**config.mk**
```make
export PLATFORM = sky130hd
export DESIGN_NAME = ads131a0x_spi_responder_flat
export DESIGN_NICKNAME = d
export VERILOG_FILES = /design/src/rtl/ads131a0x_spi_responder_if.sv /design/src/rtl/ads131a0x_spi_responder.sv /design/src/flat_wrapper.sv
export SDC_FILE = /design/constraint.sdc
export NUM_CORES = 1
export LEC_CHECK = 0
export ABC_CLOCK_PERIOD_IN_PS = 3470
export BUFFER_PORTS_ARGS = -buffer_cell sky130_fd_sc_hd__buf_2
export CAP_MARGIN = 20
export CORE_ASPECT_RATIO = 0.8
export CORE_MARGIN = 4
export CORE_UTILIZATION = 63
export DETAILED_ROUTE_END_ITERATION = 7
export PLACE_DENSITY = 0.86
export SLEW_MARGIN = 5
export SYNTH_ARGS = -nofsm -noshare
export SYNTH_HDL_FRONTEND = slang
export SYNTH_SLANG_ARGS = --single-unit
```
**constraint.sdc**
```tcl
create_clock -name system_clock -period 3.47 [get_ports system_clock]
set_clock_uncertainty 0.1 [all_clocks]
set_input_delay 0.1735 -clock system_clock [delete_from_list [all_inputs] [get_ports system_clock]]
set_output_delay 0.1735 -clock system_clock [all_outputs]
set_load 0.02 [all_outputs]
```
**src/rtl/ads131a0x_spi_responder_if.sv**
```systemverilog
// SPI pin bundle between the ADS131A0x driver (master) and the emulated ADC (slave).
//   SPI_SCLK  : serial clock, CPOL=0 / CPHA=1, driven by master
//   SPI_CS    : active-low chip select, driven by master
//   SPI_MOSI  : command data, driven by master
//   SPI_RESET : active-low ADC hardware reset, driven by master
//   SPI_MISO  : response data, driven by slave
//   SPI_DRDY  : active-low data ready, driven by slave
interface ads131a0x_spi_responder_if;
  logic SPI_SCLK;
  logic SPI_CS;
  logic SPI_MOSI;
  logic SPI_RESET;
  logic SPI_MISO;
  logic SPI_DRDY;

  modport master (
    output SPI_SCLK, SPI_CS, SPI_MOSI, SPI_RESET,
    input  SPI_MISO, SPI_DRDY
  );

  modport slave (
    input  SPI_SCLK, SPI_CS, SPI_MOSI, SPI_RESET,
    output SPI_MISO, SPI_DRDY
  );
endinterface

```
**src/rtl/ads131a0x_spi_responder.sv**
```systemverilog
// ADS131A0x emulator: SPI slave returning status + channel words and a DRDY timer.
//   system_clock : system clock (50 MHz)
//   reset        : synchronous active-high reset
//   spi          : SPI pin bundle (slave side)
//   frame_count  : conversion counter (debug)
//   last_cmd     : last executed command word (debug)
//   drdy_overrun : sticky, conversion while DRDY still low; cleared on CS fall
module ads131a0x_spi_responder #(
  parameter int unsigned NUM_CH      = 4,
  parameter int unsigned WORD_BITS   = 32,
  parameter int unsigned DRDY_PERIOD = 5000
) (
  input  logic                     system_clock,
  input  logic                     reset,
  ads131a0x_spi_responder_if.slave spi,
  output logic [19:0]              frame_count,
  output logic [15:0]              last_cmd,
  output logic                     drdy_overrun
);
  localparam int unsigned BCW  = $clog2(WORD_BITS);
  localparam int unsigned WIW  = $clog2(NUM_CH + 3);
  localparam int unsigned TW   = $clog2(DRDY_PERIOD);
  localparam int unsigned PADW = WORD_BITS - 16;
  localparam int unsigned SMPW = WORD_BITS - 24;
  localparam logic [TW-1:0] TMR_RELOAD = TW'(DRDY_PERIOD - 1);
  localparam logic [15:0] RESP_READY  = 16'hFF04;
  localparam logic [15:0] CMD_NULL    = 16'h0000;
  localparam logic [15:0] CMD_RESET   = 16'h0011;
  localparam logic [15:0] CMD_UNLOCK  = 16'h0655;
  localparam logic [15:0] CMD_LOCK    = 16'h0555;
  localparam logic [15:0] CMD_WAKEUP  = 16'h0033;
  localparam logic [15:0] CMD_STANDBY = 16'h0022;

  typedef enum logic [1:0] {ST_IDLE, ST_LOAD, ST_SHIFT, ST_DONE} state_e;
  state_e state_q, state_d;

  logic [2:0]           sclk_sq, cs_sq;
  logic [1:0]           mosi_sq, rstn_sq;
  logic                 miso_q, drdy_q, ovr_q, locked_q, awake_q, pend_q, samp_vld_q;
  logic                 w0_done_q, soft_rst_q;
  logic [19:0]          fc_q, samp_fc_q;
  logic [15:0]          resp_q, cmd_q, last_cmd_q;
  logic [7:0]           regs_q [32];
  logic [WORD_BITS-1:0] tx_q;
  logic [WORD_BITS-2:0] rx_q;
  logic [BCW-1:0]       bit_cnt_q;
  logic [WIW-1:0]       word_idx_q;
  logic [TW-1:0]        tmr_q;

  // Pin synchronizers; stage [2] is the delayed copy used for edge detect.
  always_ff @(posedge system_clock) begin
    if (reset) begin
      sclk_sq <= '0;
      cs_sq   <= '1;
      mosi_sq <= '0;
      rstn_sq <= '1;
    end else begin
      sclk_sq <= {sclk_sq[1:0], spi.SPI_SCLK};
      cs_sq   <= {cs_sq[1:0], spi.SPI_CS};
      mosi_sq <= {mosi_sq[0], spi.SPI_MOSI};
      rstn_sq <= {rstn_sq[0], spi.SPI_RESET};
    end
  end

  logic sclk_rise_c, sclk_fall_c, cs_fall_c, rst_hw_c, rst_all_c;
  assign sclk_rise_c = sclk_sq[1] & ~sclk_sq[2];
  assign sclk_fall_c = ~sclk_sq[1] & sclk_sq[2];
  assign cs_fall_c   = ~cs_sq[1] & cs_sq[2];
  assign rst_hw_c    = reset | ~rstn_sq[1];
  // The RESET command lands one cycle after DONE through soft_rst_q.
  assign rst_all_c   = rst_hw_c | soft_rst_q;

  // Command decode and lock filtering.
  logic [4:0] addr_c;
  logic [7:0] wdata_c;
  logic is_null_c, is_rst_c, is_unlock_c, is_lock_c, is_wake_c, is_stby_c;
  logic is_rreg_c, is_wreg_c, known_c, allowed_c, exec_c, stby_exec_c;
  assign addr_c      = cmd_q[12:8];
  assign wdata_c     = cmd_q[7:0];
  assign is_null_c   = (cmd_q == CMD_NULL);
  assign is_rst_c    = (cmd_q == CMD_RESET);
  assign is_unlock_c = (cmd_q == CMD_UNLOCK);
  assign is_lock_c   = (cmd_q == CMD_LOCK);
  assign is_wake_c   = (cmd_q == CMD_WAKEUP);
  assign is_stby_c   = (cmd_q == CMD_STANDBY);
  assign is_rreg_c   = (cmd_q[15:13] == 3'b001);
  assign is_wreg_c   = (cmd_q[15:13] == 3'b010);
  assign known_c     = is_null_c | is_rst_c | is_unlock_c | is_lock_c | is_wake_c |
                       is_stby_c | is_rreg_c | is_wreg_c;
  assign allowed_c   = ~locked_q | is_null_c | is_unlock_c | is_rst_c | is_rreg_c;
  assign exec_c      = (state_q == ST_DONE) && w0_done_q && known_c && allowed_c;
  assign stby_exec_c = exec_c && is_stby_c;

  // Conversion events latch immediately with CS high, otherwise wait for CS rise.
  logic tmr_evt_c, do_latch_c;
  assign tmr_evt_c  = awake_q && (tmr_q == '0);
  assign do_latch_c = (tmr_evt_c && (state_q == ST_IDLE) && !cs_fall_c) ||
                      ((state_q == ST_DONE) && (pend_q || tmr_evt_c) && !stby_exec_c);

  // Shift datapath helpers: MSB-first receive, next data word to transmit.
  logic [WORD_BITS-1:0] rx_next_c, data_word_c;
  logic [WIW-1:0]       next_idx_c;
  assign rx_next_c   = {rx_q, mosi_sq[1]};
  assign next_idx_c  = word_idx_q + WIW'(1);
  assign data_word_c = (samp_vld_q && (next_idx_c <= WIW'(NUM_CH))) ?
                       {samp_fc_q, 4'(next_idx_c - WIW'(1)), SMPW'(0)} : '0;

  // Frame state register.
  always_ff @(posedge system_clock) begin
    if (rst_all_c) state_q <= ST_IDLE;
    else           state_q <= state_d;
  end

  // Frame next-state logic.
  always_comb begin
    state_d = state_q;
    case (state_q)
      ST_IDLE:  if (cs_fall_c) state_d = ST_LOAD;
      ST_LOAD:  state_d = ST_SHIFT;
      ST_SHIFT: if (cs_sq[1]) state_d = ST_DONE;
      ST_DONE:  state_d = ST_IDLE;
      default:  state_d = ST_IDLE;
    endcase
  end

  // Debug command register and deferred soft reset survive the soft reset itself.
  always_ff @(posedge system_clock) begin
    if (rst_hw_c) begin
      last_cmd_q <= '0;
      soft_rst_q <= 1'b0;
    end else begin
      soft_rst_q <= exec_c && is_rst_c;
      if (exec_c) last_cmd_q <= cmd_q;
    end
  end

  // Main datapath: timer, sample latch, shifter and command execution.
  always_ff @(posedge system_clock) begin
    if (rst_all_c) begin
      miso_q     <= 1'b0;
      drdy_q     <= 1'b1;
      ovr_q      <= 1'b0;
      fc_q       <= '0;
      resp_q     <= RESP_READY;
      locked_q   <= 1'b1;
      awake_q    <= 1'b0;
      pend_q     <= 1'b0;
      samp_vld_q <= 1'b0;
      samp_fc_q  <= '0;
      tmr_q      <= TMR_RELOAD;
      tx_q       <= '0;
      rx_q       <= '0;
      cmd_q      <= '0;
      w0_done_q  <= 1'b0;
      bit_cnt_q  <= '0;
      word_idx_q <= '0;
      for (int i = 0; i < 32; i++) regs_q[i] <= '0;
    end else begin
      tmr_q <= (!awake_q || tmr_q == '0) ? TMR_RELOAD : tmr_q - TW'(1);
      if (do_latch_c) begin
        fc_q       <= fc_q + 20'd1;
        samp_fc_q  <= fc_q + 20'd1;
        samp_vld_q <= 1'b1;
        drdy_q     <= 1'b0;
        pend_q     <= 1'b0;
        if (!drdy_q) ovr_q <= 1'b1;
      end else if (tmr_evt_c && !stby_exec_c) begin
        pend_q <= 1'b1;
      end
      case (state_q)
        ST_IDLE: miso_q <= 1'b0;
        ST_LOAD: begin
          tx_q       <= {resp_q, PADW'(0)};
          miso_q     <= resp_q[15];
          bit_cnt_q  <= '0;
          word_idx_q <= '0;
          w0_done_q  <= 1'b0;
          drdy_q     <= 1'b1;
          ovr_q      <= 1'b0;
        end
        ST_SHIFT: begin
          // Each rise presents the current MSB, so bit 31 is valid for the first fall.
          if (sclk_rise_c) begin
            miso_q <= tx_q[WORD_BITS-1];
            tx_q   <= {tx_q[WORD_BITS-2:0], 1'b0};
          end
          if (sclk_fall_c) begin
            rx_q <= rx_next_c[WORD_BITS-2:0];
            if (bit_cnt_q == BCW'(WORD_BITS - 1)) begin
              bit_cnt_q <= '0;
              tx_q      <= data_word_c;
              if (word_idx_q == '0) begin
                cmd_q     <= rx_next_c[WORD_BITS-1 -: 16];
                w0_done_q <= 1'b1;
              end
              if (word_idx_q <= WIW'(NUM_CH)) word_idx_q <= next_idx_c;
            end else begin
              bit_cnt_q <= bit_cnt_q + BCW'(1);
            end
          end
        end
        ST_DONE: begin
          miso_q <= 1'b0;
          if (exec_c) begin
            if (is_null_c)      resp_q <= {8'h22, regs_q[2]};
            else if (is_rreg_c) resp_q <= {3'b001, addr_c, regs_q[addr_c]};
            else if (is_wreg_c) begin
              regs_q[addr_c] <= wdata_c;
              resp_q         <= {3'b001, addr_c, wdata_c};
            end else            resp_q <= cmd_q;
            if (is_unlock_c) locked_q <= 1'b0;
            if (is_lock_c)   locked_q <= 1'b1;
            if (is_wake_c)   awake_q  <= 1'b1;
            if (is_stby_c)   awake_q  <= 1'b0;
          end
        end
        default: miso_q <= 1'b0;
      endcase
    end
  end

  assign spi.SPI_MISO = miso_q;
  assign spi.SPI_DRDY = drdy_q;
  assign frame_count  = fc_q;
  assign last_cmd     = last_cmd_q;
  assign drdy_overrun = ovr_q;
endmodule

```
**src/flat_wrapper.sv**
```systemverilog
// flat-port wrapper written by rule: the top's interface ports become plain ports
module ads131a0x_spi_responder_flat 
#(
  parameter int unsigned NUM_CH      = 4,
  parameter int unsigned WORD_BITS   = 32,
  parameter int unsigned DRDY_PERIOD = 5000
)
  (system_clock, reset, frame_count, last_cmd, drdy_overrun, spi_SPI_SCLK, spi_SPI_CS, spi_SPI_MOSI, spi_SPI_RESET, spi_SPI_MISO, spi_SPI_DRDY);
  ads131a0x_spi_responder_if spi_i ();
  input  logic system_clock;
  input  logic reset;
  output logic [19:0] frame_count;
  output logic [15:0] last_cmd;
  output logic drdy_overrun;
  input wire logic [$bits(spi_i.SPI_SCLK)-1:0] spi_SPI_SCLK;
  input wire logic [$bits(spi_i.SPI_CS)-1:0] spi_SPI_CS;
  input wire logic [$bits(spi_i.SPI_MOSI)-1:0] spi_SPI_MOSI;
  input wire logic [$bits(spi_i.SPI_RESET)-1:0] spi_SPI_RESET;
  output wire logic [$bits(spi_i.SPI_MISO)-1:0] spi_SPI_MISO;
  output wire logic [$bits(spi_i.SPI_DRDY)-1:0] spi_SPI_DRDY;
  assign spi_i.SPI_SCLK = spi_SPI_SCLK;
  assign spi_i.SPI_CS = spi_SPI_CS;
  assign spi_i.SPI_MOSI = spi_SPI_MOSI;
  assign spi_i.SPI_RESET = spi_SPI_RESET;
  assign spi_SPI_MISO = spi_i.SPI_MISO;
  assign spi_SPI_DRDY = spi_i.SPI_DRDY;
  ads131a0x_spi_responder #(.NUM_CH(NUM_CH), .WORD_BITS(WORD_BITS), .DRDY_PERIOD(DRDY_PERIOD)) u_core (.system_clock(system_clock), .reset(reset), .spi(spi_i), .frame_count(frame_count), .last_cmd(last_cmd), .drdy_overrun(drdy_overrun));
endmodule
```
==> reports/qor.yml, run 1 <==
maxSlewHeadroom_pct: 25.3
synth_ff_type: "edfxtp_1"
layout-drive-gt1-share_pct: 16.8
timing.final.crit_period_ns: 3.32
finalSetupViolations: 0
place_congestion: 0.924
p_switching_mw: 2.39
cts_tree: "built"
first_iter_violations: 2154
hold_path_class: "flip-flop to flip-flop"
clockPowerShare_pct: 42.9
clockBufferDepth: 3
diodes: 0
avgRoutedWirePerCell_um: 23.1
p_seq_share_pct: 52.2
dieArea_um2: 34500
critical_path_class: "flip-flop to flip-flop"
grt_pass1_vias: 13900
ys_ff_latch: 434
max_slew.worst_pin.slew_ns: 1.12
wirelength_um: 50900
numClockSinks: 434
grt_max_degree: 55
nFillCells: 1900
internal-power_mw: 8.56
synth_area_leaders: "edfxtp_1, dfxtp_1, mux4_2, and2_1, nand2_1"
die_y_um: 167
synth_top_cell_area_share_pct: 38.7
syn_area_um2: 19900
antenna_found_initial: 0
tns_ns: 0
cp_max_fo: 38
fmax_mhz: 301
syn2layout_area_growth_pct: 11.4
period_share_pct: 95.7
peakVddDrop_mv: 0.449
synth_warnings: 0
slew_viol_final: 0
synth_cell_types: 71
synth_cells: 1727
fin_util_pct: 72.0
groute.usage.overall_pct: 29.6
start_kind: "flip-flop"
grt_setup_unrepaired: "no"
clock_latency_ns: 0.56
die_w_um: 207
htree_levels: 2
firstDrtPassIters: 5
coreArea_um2: 30700
combinationalPowerShare_pct: 4.9
finalHoldViolCount: 0
grt-ovfl-total: 0
timing.final.ws_setup_ns: 0.148
holdWs_ns: 0.290
power.leakage_nw: 7.98
worst-endpoint-required_ns: 3.57
numCtsBuffers: 40
synth_edf_count: 256
rows: 57
power_per_cell_area_nw_per_um2: 495
endpoint_kind: "flip-flop"
final_cells: 2209
synth-seq-area-share_pct: 56.6
io_pins: 45
vias: 14200
final_nets: 1783
synth_nets: 1746
cap_violations: 0
hpwl_um: 32200
grt_pass1_wl_um: 79700
viasPerCell: 6.42
synth_area_leader_cell: "edfxtp_1"
drc: 0
post-place-ws_ns: 0.241
clk_pin_slew_ns: 0.07
swShare_pct: 21.8
arrival_ns: 3.42
io_buffers: 44
antenna_left: 0
syn_area_per_cell_um2: 11.5
ctsRootBufferMaster: "clkbuf_16"
status: "finished clean"
start_util_pct: 64.6
dp.cells: 2125
synthArstFlopShare_pct: 0
==> repair_timing <==
item | 4_1_cts | 5_1_grt
setup endpoints to repair | 0 | 23
gates resized for setup | 0 | 2
hold buffers | 9 | 0
buffers inserted | 0 | 1
endpoints found under the hold margin | 10 | 0
==> synthesized netlist by cell type, types with 4 or more instances <==
library cell and count:
a211oi_1 6, a21oi_1 152, a22oi_1 12, a31oi_1 4, a32oi_1 4, and2_1 264, and3_1 8, and4_1 4
buf_1 11, buf_2 15, buf_6 5, clkbuf_1 99, dfxtp_1 178, edfxtp_1 256, ha_1 13, inv_1 15
mux2i_1 37, mux4_2 74, nand2_1 215, nand2b_1 22, nand3_1 18, nand4_1 9, nor2_1 92, nor2_2 4
nor2b_1 24, nor3_1 11, nor3b_1 5, nor4_1 8, nor4_2 11, nor4_4 7, o2111ai_1 5, o21ai_0 35
o31a_1 4, o31ai_1 11, or2_2 6, or3_1 8, or4_1 12, xnor2_1 9, xor2_1 4
==> cells by family after synthesis <==
group,after synthesis,share of synthesized area (%)
xor gates and xnor gates,13,0.573
AOI/OAI and AO/OA,260,7.67
muxes,113,10.4
buffers and inverters,147,3.10
DFF,434,56.6
and+or+nand+nor,747,20.8
adders and majority gates,13,0.819
==> power by group through the flow <==
stage	clock network (mW)	registers (mW)	logic [mW]
after detailed placement	0	5.82	0.515
final	4.69	5.72	0.539
after global routing	4.92	5.72	0.579
after global placement	0	5.81	0.497
after CTS	4.70	5.71	0.529
after floorplan	0	5.78	0.379
==> path summary, 6_finish.rpt <==
| check | from | end | slack, ns | depth (start not counted) |
|---|---|---|---|---|
| max | u_core.cmd_q[6]$_SDFFE_PP0P_ | u_core.regs_q[21][3]$_SDFFCE_PN0P_ | 0.15 | 8 |
| min | u_core.tmr_q[0]$_SDFF_PP1_ | u_core.tmr_q[0]$_SDFF_PP1_ | 0.29 | 1 |
| max reg2reg | u_core.cmd_q[6]$_SDFFE_PP0P_ | u_core.regs_q[21][3]$_SDFFCE_PN0P_ | 0.15 | 8 |
| min reg2reg | u_core.tmr_q[0]$_SDFF_PP1_ | u_core.tmr_q[0]$_SDFF_PP1_ | 0.29 | 1 |
==> stage by stage <==
| step | power [mW] | area, um2 |
|---|---|---|
| after floorplan | 6.16 | 19900 |
| after global placement | 6.30 | 20600 |
| after detailed placement | 6.33 | 20600 |
| after CTS | 10.9 | 22100 |
| after global routing | 11.2 | 22100 |
| final | 10.9 | 22100 |
==> critical path, cell delays in order (launching register included) <==
cell,delay (ns)
dfxtp_1,0.36
buf_4,0.42
nand4_1,0.14
a2111o_1,0.39
a21oi_1,0.16
a221o_2,0.25
nand2_4,0.31
nor4_4,0.44
nand2b_1,0.39
==> state kept, by name (all words and copies together), names as in the netlist, 2 cells and up, named ones only <==
name,flops
u_core.frame_count,20
u_core.tmr_q,13
u_core.bit_cnt_q,5
u_core.mosi_sq,2
u_core.rstn_sq,2
u_core.regs_q,256
u_core.rx_q,31
u_core.resp_q,16
u_core.tx_q,32
u_core.word_idx_q,3
u_core.cmd_q,16
u_core.cs_sq,3
u_core.sclk_sq,3
u_core.state_q,2
u_core.last_cmd,16
==> cell type report <==
class | instances | area (um2) | area share, %
clock buffer | 44 | 1060 | 4.78
clock inverter | 30 | 339 | 1.53
inverter | 15 | 56.3 | 0.254
multi-input combinational | 1146 | 8020 | 36.2
sequential | 434 | 11300 | 50.9
tap | 413 | 517 | 2.33
timing repair buffer | 127 | 891 | 4.02
==> routing by layer <==
layer | GRT usage (%) | share of wire, % | vias to the layer above
met2 | 46.2 | 48 | 921
met5 | 0 | 0 | -
li1 | - | - | 6234
met4 | 10.7 | 3.5 | 0
met3 | 5.72 | 11 | 139
met1 | 41.8 | 38 | 6896
==> layout by cell type, fill, tap and decap left out, drive strengths merged, types with 11 or more instances in the layout <==
cell type / instances
clkinv: 14
nor4: 26
ha: 13
inv: 17
dfxtp: 178
edfxtp: 256
a22oi: 12
o31ai: 11
clkbuf: 44
or4: 12
nand3: 18
nor2: 96
nand2b: 22
mux4: 74
a21oi: 152
buf: 118
and2: 266
mux2i: 37
nor2b: 24
nand2: 216
o21ai: 38
nor3: 11
Power figures use the tool's default switching activity.
==> run 2, diff against run 1 <==
- CORE_MARGIN: 4 -> 2
==> reports/qor.yml, run 2 (same netlist as run 1, synthesis figures left out) <==
die_y_um: 163  # -2.4%
post_cts_buffers: 0  # unchanged
groute.usage.overall_pct: 29.7  # +0.11 points
finalSetupViolations: 0  # unchanged
syn2layout_area_growth_pct: 11.6
slew_viol_final: 0  # unchanged
final_cell_mix: "and2_1, edfxtp_1, nand2_1"
antenna_found_initial: 1  # +1
largest_reg_flops: 256  # unchanged
power.leakage_nw: 7.98  # about the same
finalHoldViolCount: 0  # unchanged
viasPerCell: 6.35  # -1.2%
reg.largest.list: "u_core.regs_q (256), u_core.tx_q (32), u_core.rx_q (31)"
hold_start: "u_core.tmr_q[0]$_SDFF_PP1_"
crit_chain: "or4_1, a2111o_1, a21oi_1, a221o_2, nand2_4, nor4_2, nand2b_1"
critical_path_class: "flip-flop to flip-flop"
avgRoutedWirePerCell_um: 21.9  # -4.9%
period_share_pct: 96.0  # +0.23 points
grt_setup_unrepaired: "no"
fmax_mhz: 300  # -0.24%
multiInputGateArea_um2: 8020  # unchanged
arrival_ns: 3.43  # about the same
layout-drive-gt1-share_pct: 16.7  # -0.047 points
max_slew.worst_pin.slew_ns: 1.20  # +0.0797 ns
dieArea_um2: 33000  # -4.3%
start_util_pct: 63.7  # -0.97 points
clk_pin_slew_ns: 0.07  # about the same
peakVddDrop_mv: 0.449  # about the same
io_pins: 45  # unchanged
final_common_cell: "and2_1"
wirelength_um: 48700  # -4.4%
cp_max_fo: 17  # -55%
antenna_left: 0  # unchanged
place_congestion: 0.990  # +7.1%
vias: 14100  # -0.67%
clockBufferDepth: 3  # unchanged
grt_pass1_wl_um: 75400  # -5.4%
cts_tree: "built"
worst-endpoint-required_ns: 3.57  # about the same
regMostFlops: "u_core.regs_q"
rows: 58  # +1.8%
drc: 0  # unchanged
timing.final.crit_period_ns: 3.33  # +0.00785 ns
io_buffers: 44  # unchanged
numClockSinks: 434  # unchanged
timing.final.ws_setup_ns: 0.140  # -0.00786 ns
clock_latency_ns: 0.55  # about the same
placed_cell_area_um2: 20700  # +0.34%
crit_start: "u_core.cmd_q[2]$_SDFFE_PP0P_"
power_per_cell_area_nw_per_um2: 491  # -0.69%
holdWs_ns: 0.289  # -0.000636 ns
grt_pass1_vias: 13400  # -3.0%
ctsRootBufferMaster: "clkbuf_16"
nFillCells: 2051  # +7.9%
grt-ovfl-total: 0  # unchanged
critPathMaxStageDelay_ns: 0.53  # +0.09 ns
seqCellArea_um2: 11300  # unchanged
maxSlewHeadroom_pct: 20.0  # -5.3 points
diodes: 0  # unchanged
numCtsBuffers: 40  # unchanged
r2r-start: "u_core.cmd_q[2]$_SDFFE_PP0P_"
hpwl_um: 32000  # -0.64%
htree_levels: 2  # unchanged
firstDrtPassIters: 6  # +1
post-place-ws_ns: 0.103  # -0.138 ns
coreArea_um2: 31200  # +1.5%
start_kind: "flip-flop"
tns_ns: 0  # unchanged
endpoint_kind: "flip-flop"
hold_path_class: "flip-flop to flip-flop"
final_nets: 1791  # +0.45%
critPathSlowestCell: "or4_1"
grt_max_degree: 44  # -20%
first_iter_violations: 1947  # -9.6%
die_w_um: 203  # -1.9%
status: "finished clean"
cap_violations: 0  # unchanged
final_cell_area_um2: 22200  # +0.19%
-- run 2: cell count changes in the layout (fill, tap and decap cells not counted), sizes merged --
| cell | before | now |
|---|---|---|
| buf | 118 | 126 |
| clkbuf | 44 | 47 |
| clkinvlp | 7 | 5 |
| clkinv | 14 | 10 |
-- run 2: path summary, 6_finish.rpt --
path,end,slack [ns],cells past startpoint
min reg2reg,u_core.tmr_q[0]$_SDFF_PP1_,0.29,1
max,u_core.regs_q[14][0]$_SDFFCE_PN0P_,0.14,7
min,u_core.tmr_q[0]$_SDFF_PP1_,0.29,1
max reg2reg,u_core.regs_q[14][0]$_SDFFCE_PN0P_,0.14,7
-- run 2: report_power, final --
group          switching, mW  internal (mW)
clock                   1.93           2.72
sequential            0.0888           5.62
combinational          0.330          0.202
total                   2.35           8.54
-- run 2: final cells by class --
cell class / instances / share of cell area [%]
Timing Repair Buffer: 135 / 4.29
Clock buffer: 47 / 4.77
Clock inverter: 24 / 1.40
Multi-Input combinational cell: 1146 / 36.2
Inverter: 15 / 0.254
Tap cell: 420 / 2.37
Sequential cell: 434 / 50.8
-- run 2: metrics by stage --
| stage | power (mW) | util, % | std cells |
|---|---|---|---|
| after floorplan | 6.16 | - | 1727 |
| after global placement | 6.31 | 66.4 | 2141 |
| after detailed placement | 6.33 | 66.4 | 2141 |
| after CTS | 10.9 | 71.0 | 2221 |
| after global routing | 11.2 | 71.1 | 2221 |
| final | 10.9 | 71.1 | 2221 |
-- run 2: timing repair --
item | CTS | global route
endpoints found under the hold margin | 10 | 0
resized for setup | 0 | 3
endpoints found under the setup margin | 0 | 116
hold buffers | 9 | 0
-- run 2: routing by layer --
layer	vias up	GRT usage (%)	part of all wire [%]
met5	-	0	0.027
met4	2	10.1	3.1
met3	136	6.68	11
met2	810	46.2	46
met1	6879	41.7	40
li1	6268	-	-
-- run 2: critical path: cells and delay by family (launching register included) --
| kind | cells | cell delay (ns) |
|---|---|---|
| simple gates | 4 | 1.69 |
| compound gates | 3 | 0.87 |
| flops | 1 | 0.33 |
